<file path="src/rtl/stats_pkg.sv">
// Shared definitions for the multi-channel stream statistics block:
// counter indices, channel framing states and the clamping adder.
package stats_pkg;

    localparam int CNT_FLIT = 0;
    localparam int CNT_PKT  = 1;
    localparam int CNT_SOP  = 2;
    localparam int CNT_BYTE = 3;
    localparam int CNT_ERR  = 4;
    localparam int NUM_CNT  = 5;

    typedef enum logic {ST_IDLE, ST_INPKT} ch_state_e;

    // Adds two values of width w (<= 64); on overflow either clamps to all-ones or wraps.
    function automatic logic [63:0] sat_add(input logic [63:0] a, input logic [63:0] b,
                                            input int unsigned w, input bit sat);
        logic [64:0] sum;
        logic [64:0] lim;
        sum = {1'b0, a} + {1'b0, b};
        lim = (65'd1 << w) - 65'd1;
        if (sum > lim)
            return sat ? lim[63:0] : (sum[63:0] & lim[63:0]);
        return sum[63:0];
    endfunction

endpackage

</file>
<file path="src/rtl/stats_ch.sv">
// One monitored channel: framing FSM, five live counters and their snapshot shadows.
module stats_ch
    import stats_pkg::*;
#(
    parameter int CNT_W      = 32,
    parameter int DATA_BYTES = 64,
    parameter int EMPTY_W    = 6,
    parameter int SATURATE   = 0
) (
    input  logic               Clk,
    input  logic               Rst_n,
    input  logic               beat,
    input  logic               sop,
    input  logic               eop,
    input  logic [EMPTY_W-1:0] empty,
    input  logic               snap,
    input  logic               clr_on_snap,
    input  logic [2:0]         rd_idx,
    output logic [CNT_W-1:0]   rd_val
);

    ch_state_e        state;
    logic             err;
    logic [CNT_W-1:0] live   [NUM_CNT];
    logic [CNT_W-1:0] shadow [NUM_CNT];
    logic [CNT_W-1:0] base   [NUM_CNT];
    logic [CNT_W-1:0] inc    [NUM_CNT];

    // A framing error is a beat without sop outside a packet, or a sop inside one.
    always_comb begin
        err = beat & ((state == ST_IDLE) ? ~sop : sop);
        inc[CNT_FLIT] = CNT_W'(beat);
        inc[CNT_PKT]  = CNT_W'(beat & eop);
        inc[CNT_SOP]  = CNT_W'(beat & sop);
        inc[CNT_BYTE] = '0;
        if (beat)
            inc[CNT_BYTE] = eop ? (CNT_W'(DATA_BYTES) - CNT_W'(empty)) : CNT_W'(DATA_BYTES);
        inc[CNT_ERR]  = CNT_W'(err);
        for (int i = 0; i < NUM_CNT; i++)
            base[i] = (snap & clr_on_snap) ? '0 : live[i];
    end

    always_ff @(posedge Clk) begin
        if (!Rst_n) begin
            state <= ST_IDLE;
            for (int i = 0; i < NUM_CNT; i++) begin
                live[i]   <= '0;
                shadow[i] <= '0;
            end
        end else begin
            for (int i = 0; i < NUM_CNT; i++) begin
                if (snap)
                    shadow[i] <= live[i];
                live[i] <= CNT_W'(sat_add(64'(base[i]), 64'(inc[i]), CNT_W, SATURATE != 0));
            end
            if (beat) begin
                if (sop && !eop)
                    state <= ST_INPKT;
                else if (eop)
                    state <= ST_IDLE;
            end
        end
    end

    always_comb begin
        rd_val = '0;
        for (int i = 0; i < NUM_CNT; i++)
            if (rd_idx == 3'(i))
                rd_val = shadow[i];
    end

endmodule

</file>
<file path="src/rtl/stats_cnt_mc.sv">
// Multi-channel packet/flit/byte statistics with atomic snapshot and 1-cycle read port.
module stats_cnt_mc
    import stats_pkg::*;
#(
    parameter int NCH        = 4,
    parameter int CNT_W      = 32,
    parameter int DATA_BYTES = 64,
    parameter int EMPTY_W    = 6,
    parameter int SATURATE   = 0,
    localparam int AW        = $clog2(NCH) + 3
) (
    input  logic                   Clk,
    input  logic                   Rst_n,
    input  logic [NCH-1:0]         valid,
    input  logic [NCH-1:0]         ready,
    input  logic [NCH-1:0]         sop,
    input  logic [NCH-1:0]         eop,
    input  logic [NCH*EMPTY_W-1:0] empty,
    input  logic                   snap,
    input  logic                   clr_on_snap,
    input  logic                   rd_en,
    input  logic [AW-1:0]          rd_addr,
    output logic [CNT_W-1:0]       rd_data,
    output logic                   rd_valid
);

    logic [CNT_W-1:0] ch_val [NCH];
    logic [CNT_W-1:0] rd_sel_p0;

    for (genvar g = 0; g < NCH; g++) begin : g_ch
        stats_ch #(
            .CNT_W      (CNT_W),
            .DATA_BYTES (DATA_BYTES),
            .EMPTY_W    (EMPTY_W),
            .SATURATE   (SATURATE)
        ) u_ch (
            .Clk         (Clk),
            .Rst_n       (Rst_n),
            .beat        (valid[g] & ready[g]),
            .sop         (sop[g]),
            .eop         (eop[g]),
            .empty       (empty[g*EMPTY_W +: EMPTY_W]),
            .snap        (snap),
            .clr_on_snap (clr_on_snap),
            .rd_idx      (rd_addr[2:0]),
            .rd_val      (ch_val[g])
        );
    end

    // Channel fields with no matching instance fall through to zero.
    always_comb begin
        rd_sel_p0 = '0;
        for (int c = 0; c < NCH; c++)
            if ((rd_addr >> 3) == AW'(c))
                rd_sel_p0 = ch_val[c];
    end

    always_ff @(posedge Clk) begin
        if (!Rst_n) begin
            rd_valid <= 1'b0;
            rd_data  <= '0;
        end else begin
            rd_valid <= rd_en;
            if (rd_en)
                rd_data <= rd_sel_p0;
        end
    end

endmodule

</file>
<file path="config.mk">
export PLATFORM = sky130hd
export DESIGN_NAME = stats_cnt_mc
export DESIGN_NICKNAME = d
export VERILOG_FILES = /design/src/rtl/stats_pkg.sv /design/src/rtl/stats_ch.sv /design/src/rtl/stats_cnt_mc.sv
export SDC_FILE = /design/constraint.sdc
export NUM_CORES = 2
export LEC_CHECK = 0
export BUFFER_PORTS_ARGS = -buffer_cell sky130_fd_sc_hd__buf_2
export CORE_MARGIN = 2
export CORE_UTILIZATION = 55
export CTS_CLUSTER_SIZE = 8
export DETAILED_ROUTE_END_ITERATION = 12
export PLACE_DENSITY_LB_ADDON = 0.05
export SYNTH_ARGS = -nofsm -noshare
export SYNTH_HDL_FRONTEND = slang
export SYNTH_HIERARCHICAL = 1
export SYNTH_SLANG_ARGS = --single-unit
</file>
<file path="constraint.sdc">
create_clock -name Clk -period 11 [get_ports Clk]
set_input_delay 1.1 -clock Clk [delete_from_list [all_inputs] [get_ports Clk]]
set_output_delay 1.1 -clock Clk [all_outputs]
set_load 0.005 [all_outputs]
</file>
## Yosys cells after proc, flatten, opt, wreduce, memory -nomap -nowiden

Memories as Yosys holds them, arrays and structs flattened.
Cells that the tools add are included.

| storage, ports and cells | value |
|---|---|
| logic and storage cells | 353 |
| memories kept | 8 |
| input port bits | 50 |
| memory bits (writable) | 1280 |
| output and inout bits | 33 |
| register bits | 37 |

Memory list:

| name | words | bits a word | rd ports | clocked after Yosys merged registers in | write ports | RTL line | source |
|---|---|---|---|---|---|---|---|
| g_ch[0].u_ch.live | 5 | 32 | 5 | 0 | 5 | stats_ch.sv:24 | `logic [CNT_W-1:0] live [NUM_CNT];` |
| g_ch[0].u_ch.shadow | 5 | 32 | 5 | 0 | 5 | stats_ch.sv:25 | `logic [CNT_W-1:0] shadow [NUM_CNT];` |
| g_ch[1].u_ch.live | 5 | 32 | 5 | 0 | 5 | stats_ch.sv:24 |  |
| g_ch[1].u_ch.shadow | 5 | 32 | 5 | 0 | 5 | stats_ch.sv:25 |  |
| g_ch[2].u_ch.live | 5 | 32 | 5 | 0 | 5 | stats_ch.sv:24 |  |
| g_ch[2].u_ch.shadow | 5 | 32 | 5 | 0 | 5 | stats_ch.sv:25 |  |
| +2 memories | - | - | - | - | - | - |  |

| operators by class | value |
|---|---|
| bitwise gates (word level) | 61 |
| multiplexer cells | 209 |
| equal/unequal tests | 7 |
| reductions and logical operators | 18 |
| magnitude comparators | 20 |
| add/sub/neg operators | 24 |

Operators with widths:

| operator | count |
|---|---|
| two-way mux 32 bit | 152 |
| > comparator 33 x 32 -> 1 bit, second input constant | 20 |
| adder 32 x 1 -> 33 bit | 16 |
| adder 32 x 32 -> 33 bit | 4 |
| two-way mux 1 bit | 57 |
| OR 1 bit | 40 |
| subtractor 7 x 6 -> 8 bit, first input constant | 4 |
| bitwise AND 1 bit | 17 |
| AND reduction 2 bit | 4 |
| nonzero test 2 bit | 4 |
| equality test 3 x 2 -> 1 bit, second input constant | 2 |
| logical NOT 5 bit | 1 |
| equality test 2 bit, second input constant | 2 |
| logical AND 1 bit | 4 |
| logical NOT 1 bit | 4 |
| NOT 1 bit | 4 |
| equality test 3 x 1 -> 1 bit, second input constant | 1 |
| equality test 3 bit, second input constant | 1 |
| logical NOT 3 bit | 1 |
| equality test 2 x 1 -> 1 bit, second input constant | 1 |

## Longest topological paths before layout

| depth | value |
|---|---|
| word-level depth | 10 |
| gate-level depth with buffers | 15 |

## Hierarchy

Netlist, hierarchy kept.

By module, submodules not included:

| module | area each (µm²) | times used | seq. area each (µm²) | cells each |
|---|---|---|---|---|
| stats_ch (g_ch[0].u_ch ...) | 15034.4 | 3 | 8027.7 | 1484 |
| stats_ch (g_ch[3].u_ch) | 15065.7 | 1 | 8027.7 | 1497 |
| stats_cnt_mc | 2073.2 | 1 | 660.6 | 188 |

## Least setup slack after synthesis

No wires, ideal clock.

| timing path | value |
|---|---|
| kind | input to register |
| start | input port snap |
| end | memory g_ch[3].u_ch.shadow[0][0] (enable) |
| path slack | 4.838 ns |
| library setup time | 0.548 ns |
| stages on the path | 4 |
| path buffers | 3 |
| arrival | 5.614 ns |
| data required time | 10.452 ns |
| cell sequence | buf_6 -> clkbuf_1 -> clkbuf_1 -> nand2b_1 |

RTL lines:

| what | RTL line | source |
|---|---|---|
| start, declared | stats_cnt_mc.sv:19 | `input logic snap,` |
| end, declared | stats_ch.sv:25 |  |

==> impl_results.md <==
* R2R Path Start: g_ch[2].u_ch/state$_SDFFE_PN0P_
* Fin crit share at 44.5%
* Top_reg_cell synth: dfxtp_1
* EDFF count, synth at 640
* Die height at 340 µm
* 1st-pass router iterations at 6
* DPL Wire Length at 104 mm
* Cell Int Power at 0.00859 W
* GR peak layer: met2
* Switch share at 22.6%
* Max-cap violation count at 0
* Met3 Resource Use GR at 5.09%
* Most common cell after layout, fill and taps aside: and3_1
* CP endpoint kind: flip-flop
* First-pass GRT wire length at 249 mm
* Synth warn at 6
* Clk_lat worst skew at 0.77 ns
* Number of top-level pins at 83
* Clk pwr share at 46.9%
* Met2 usage at 43.5%
* Final Hold Vio Count at 0
* Net Switching at 0.00250 W
* Ratio of cells with drive above 1 in the final layout at 7.71%
* Mapped Cells at 6,137
* Pwr dens at 161 nW/µm²
* Post-CTS Setup Bufs at 0
* Setup TNS at 0 ns
* Status: finished clean
* Setup Viol. Count Final at 0
* 1st-iter DRT viols at 3,959
* Largest net degree at the start of global routing at 127
* Worst-Margin Slew at 1.28 ns
* Library cells used by synthesis at 66
* Relative slew margins at 14.6%
* Post-synth ARST share at 0%
* Core ar. at 112,000 µm²
* Top cells by area, synth: edfxtp_1 (31%), dfxtp_1 (22%), and3_1 (7.3%)
* Critical path class: input pin to flip-flop
* Clock Tree Root: clkbuf_16
* Via density at 6.06
* DRC viols at 0
* Routed WL at 160 mm
* Clock sinks at 1,317
* Fmax at 204 MHz
* Gr ovfl total at 0
* Clock transition at path regs at 0.05 ns
* CTS buffer count at 182
* CTS resizes at 0
* Fin Clk Skew at 0.0311 ns
* Initial antenna violation count at 10
* DR vias at 46,600
* Final net count at 6,156
* Sequential share of power at 48.0%
* Synth Register Bits at 1,317
* Critical Path AT at 5.59 ns
* Commonest non-fill, non-tap cells in the layout: and3_1 (729), dfxtp_1 (677), edfxtp_1 (640), nor2_1 (539), nand2_1 (459)
* Synth Cell Area at 62,200 µm²
* GR Util met1 at 37.6%
* Leakage power at 26.5 nW
* Share of the synthesized area in the top cell type at 30.9%
* Seq/Total Area, Yosys at 52.7%
* Input/output buffers at 82
* Power share of the combinational group at 5.1%
* Crit path from: clr_on_snap
* WP data required at 11.69 ns
* Syn Nets at 6,255
* Clock buffer depth at 3
* R2R depth at 8
* GRT Overall Usage at 27.2%
* Post-CTS Hold Fix Bufs at 0
* Worst vdd ir at 0.000143 V
* Synthesis-to-finish area growth at 10.4%
* CP startpoint kind: input pin
* Worst Path Max Fanout at 58
* RSZ-0062 raised after global routing: no
* Worst Hold Class: flip-flop to flip-flop
* Fin. max-slew vios at 0
* Leading area contributor after synthesis: edfxtp_1
* Die Span X at 340 µm
* Final core occ at 61.2%
* Mapped Avg Cell Area at 10.1 µm²
* Placer Congestion at 0.863
* Remaining antenna violation count at 0
* Starting density of the core at 55.4%
* CTS tree: done
* Number of global-route vias before repair at 43,800
* CTS HTree Levels at 4
* Die ar. at 116,000 µm²
* Site row count at 123
* Start point of the worst hold path: g_ch[1].u_ch/live[0][31]$_SDFF_PN0_
* Min cycle time layout at 4.90 ns
* Depth of the worst hold-timing path at 2
* Wire length per cell at 20.9 µm
-- through the flow --
step	hold slack, ns	worst slack, ns	cells	power (W)	cell area, µm²
3_3_place_gp	0.456	5.53	7354	0.00597	63400
4_1_cts	0.478	6.19	7686	0.0112	68700
2_1_floorplan	0.444	4.84	6137	0.00577	62200
5_1_grt	0.503	5.78	7686	0.0114	68700
3_5_place_dp	0.470	5.41	7354	0.00598	63400
6_report	0.480	6.10	7688	0.0111	68700
-- layout make-up --
type | instances | area, µm²
diodes | 2 | 5.00
clock buffers | 329 | 5260
fillers | 9534 | 43600
flip-flops and latches | 1317 | 32800
multi-input cells | 4251 | 27300
well taps | 1500 | 1880
repair buffers | 153 | 1010
clock inverters | 3 | 22.5
inverters | 133 | 499
-- worst paths after layout --
path	to	slack (ns)
max	g_ch[0].u_ch/live[0][124]$_SDFF_PN0_	6.10
min	g_ch[1].u_ch/live[0][31]$_SDFF_PN0_	0.48
max reg2reg	g_ch[2].u_ch/live[0][152]$_SDFF_PN0_	7.94
min reg2reg	g_ch[1].u_ch/live[0][31]$_SDFF_PN0_	0.48
-- sequential cells by signal, summed over array words and instances (netlist names) --
signal / flops
g_ch.u_ch/shadow: 640
g_ch.u_ch/state: 4
rd_valid: 1
g_ch.u_ch/live: 640
rd_data: 32
-- cell families after synthesis --
family / after synthesis / share of synthesized area, %
AOI/OAI and AO/OA: 874 / 9.09
adders and majority gates: 68 / 1.42
buffers and inverters: 569 / 3.71
muxes: 205 / 4.34
xor gates and xnor gates: 397 / 5.59
and+or+nand+nor: 2707 / 23.2
DFF: 1317 / 52.7
-- power by group through the flow --
stage / combinational (W) / sequential (W) / clock [W]
2_1_floorplan: 0.000354 / 0.00541 / 0
3_3_place_gp: 0.000559 / 0.00541 / 0
3_5_place_dp: 0.000564 / 0.00542 / 0
4_1_cts: 0.000565 / 0.00532 / 0.00531
5_1_grt: 0.000605 / 0.00532 / 0.00551
6_report: 0.000564 / 0.00532 / 0.00521
-- Yosys cell counts (15+ instances only) --
cell type and count:
and3_1 729, dfxtp_1 677, edfxtp_1 640, nor2_1 539, nand2_1 467, clkbuf_1 341
a21oi_1 275, xnor2_1 207, xor2_1 190, nand3_1 181, nand4_1 176, and2_1 167
mux2i_1 153, o21ai_0 140, inv_1 130, nor3_1 96, nor4_1 85, or3_1 81
a22oi_1 76, o22ai_1 76, ha_1 64, buf_1 57, mux4_2 52, o31ai_1 50
and4_1 45, o211ai_1 45, or4_1 45, nand3b_1 36, o221ai_1 30, a211o_1 25
a21o_1 23, a31o_2 22, a21boi_0 21, buf_6 20, buf_2 18, o2111ai_1 18
a21bo_2 15
-- per-layer routing --
layer	share of wire [%]	vias up
met2	46	1259
met5	0.093	-
li1	-	22300
met1	44	22800
met3	6.4	245
met4	2.6	4
-- worst max-delay path: stages --
cell      delay (ns)
buf_2           0.56
buf_4           0.47
nand2_4         0.47
buf_4           0.49
and2_1          0.24
ha_1            0.38
a21oi_1         0.12
a21boi_0        0.45
o21ai_0         0.52
or4_1           0.56
a21oi_1         0.15
No activity file was read; power rests on OpenSTA's default activity.
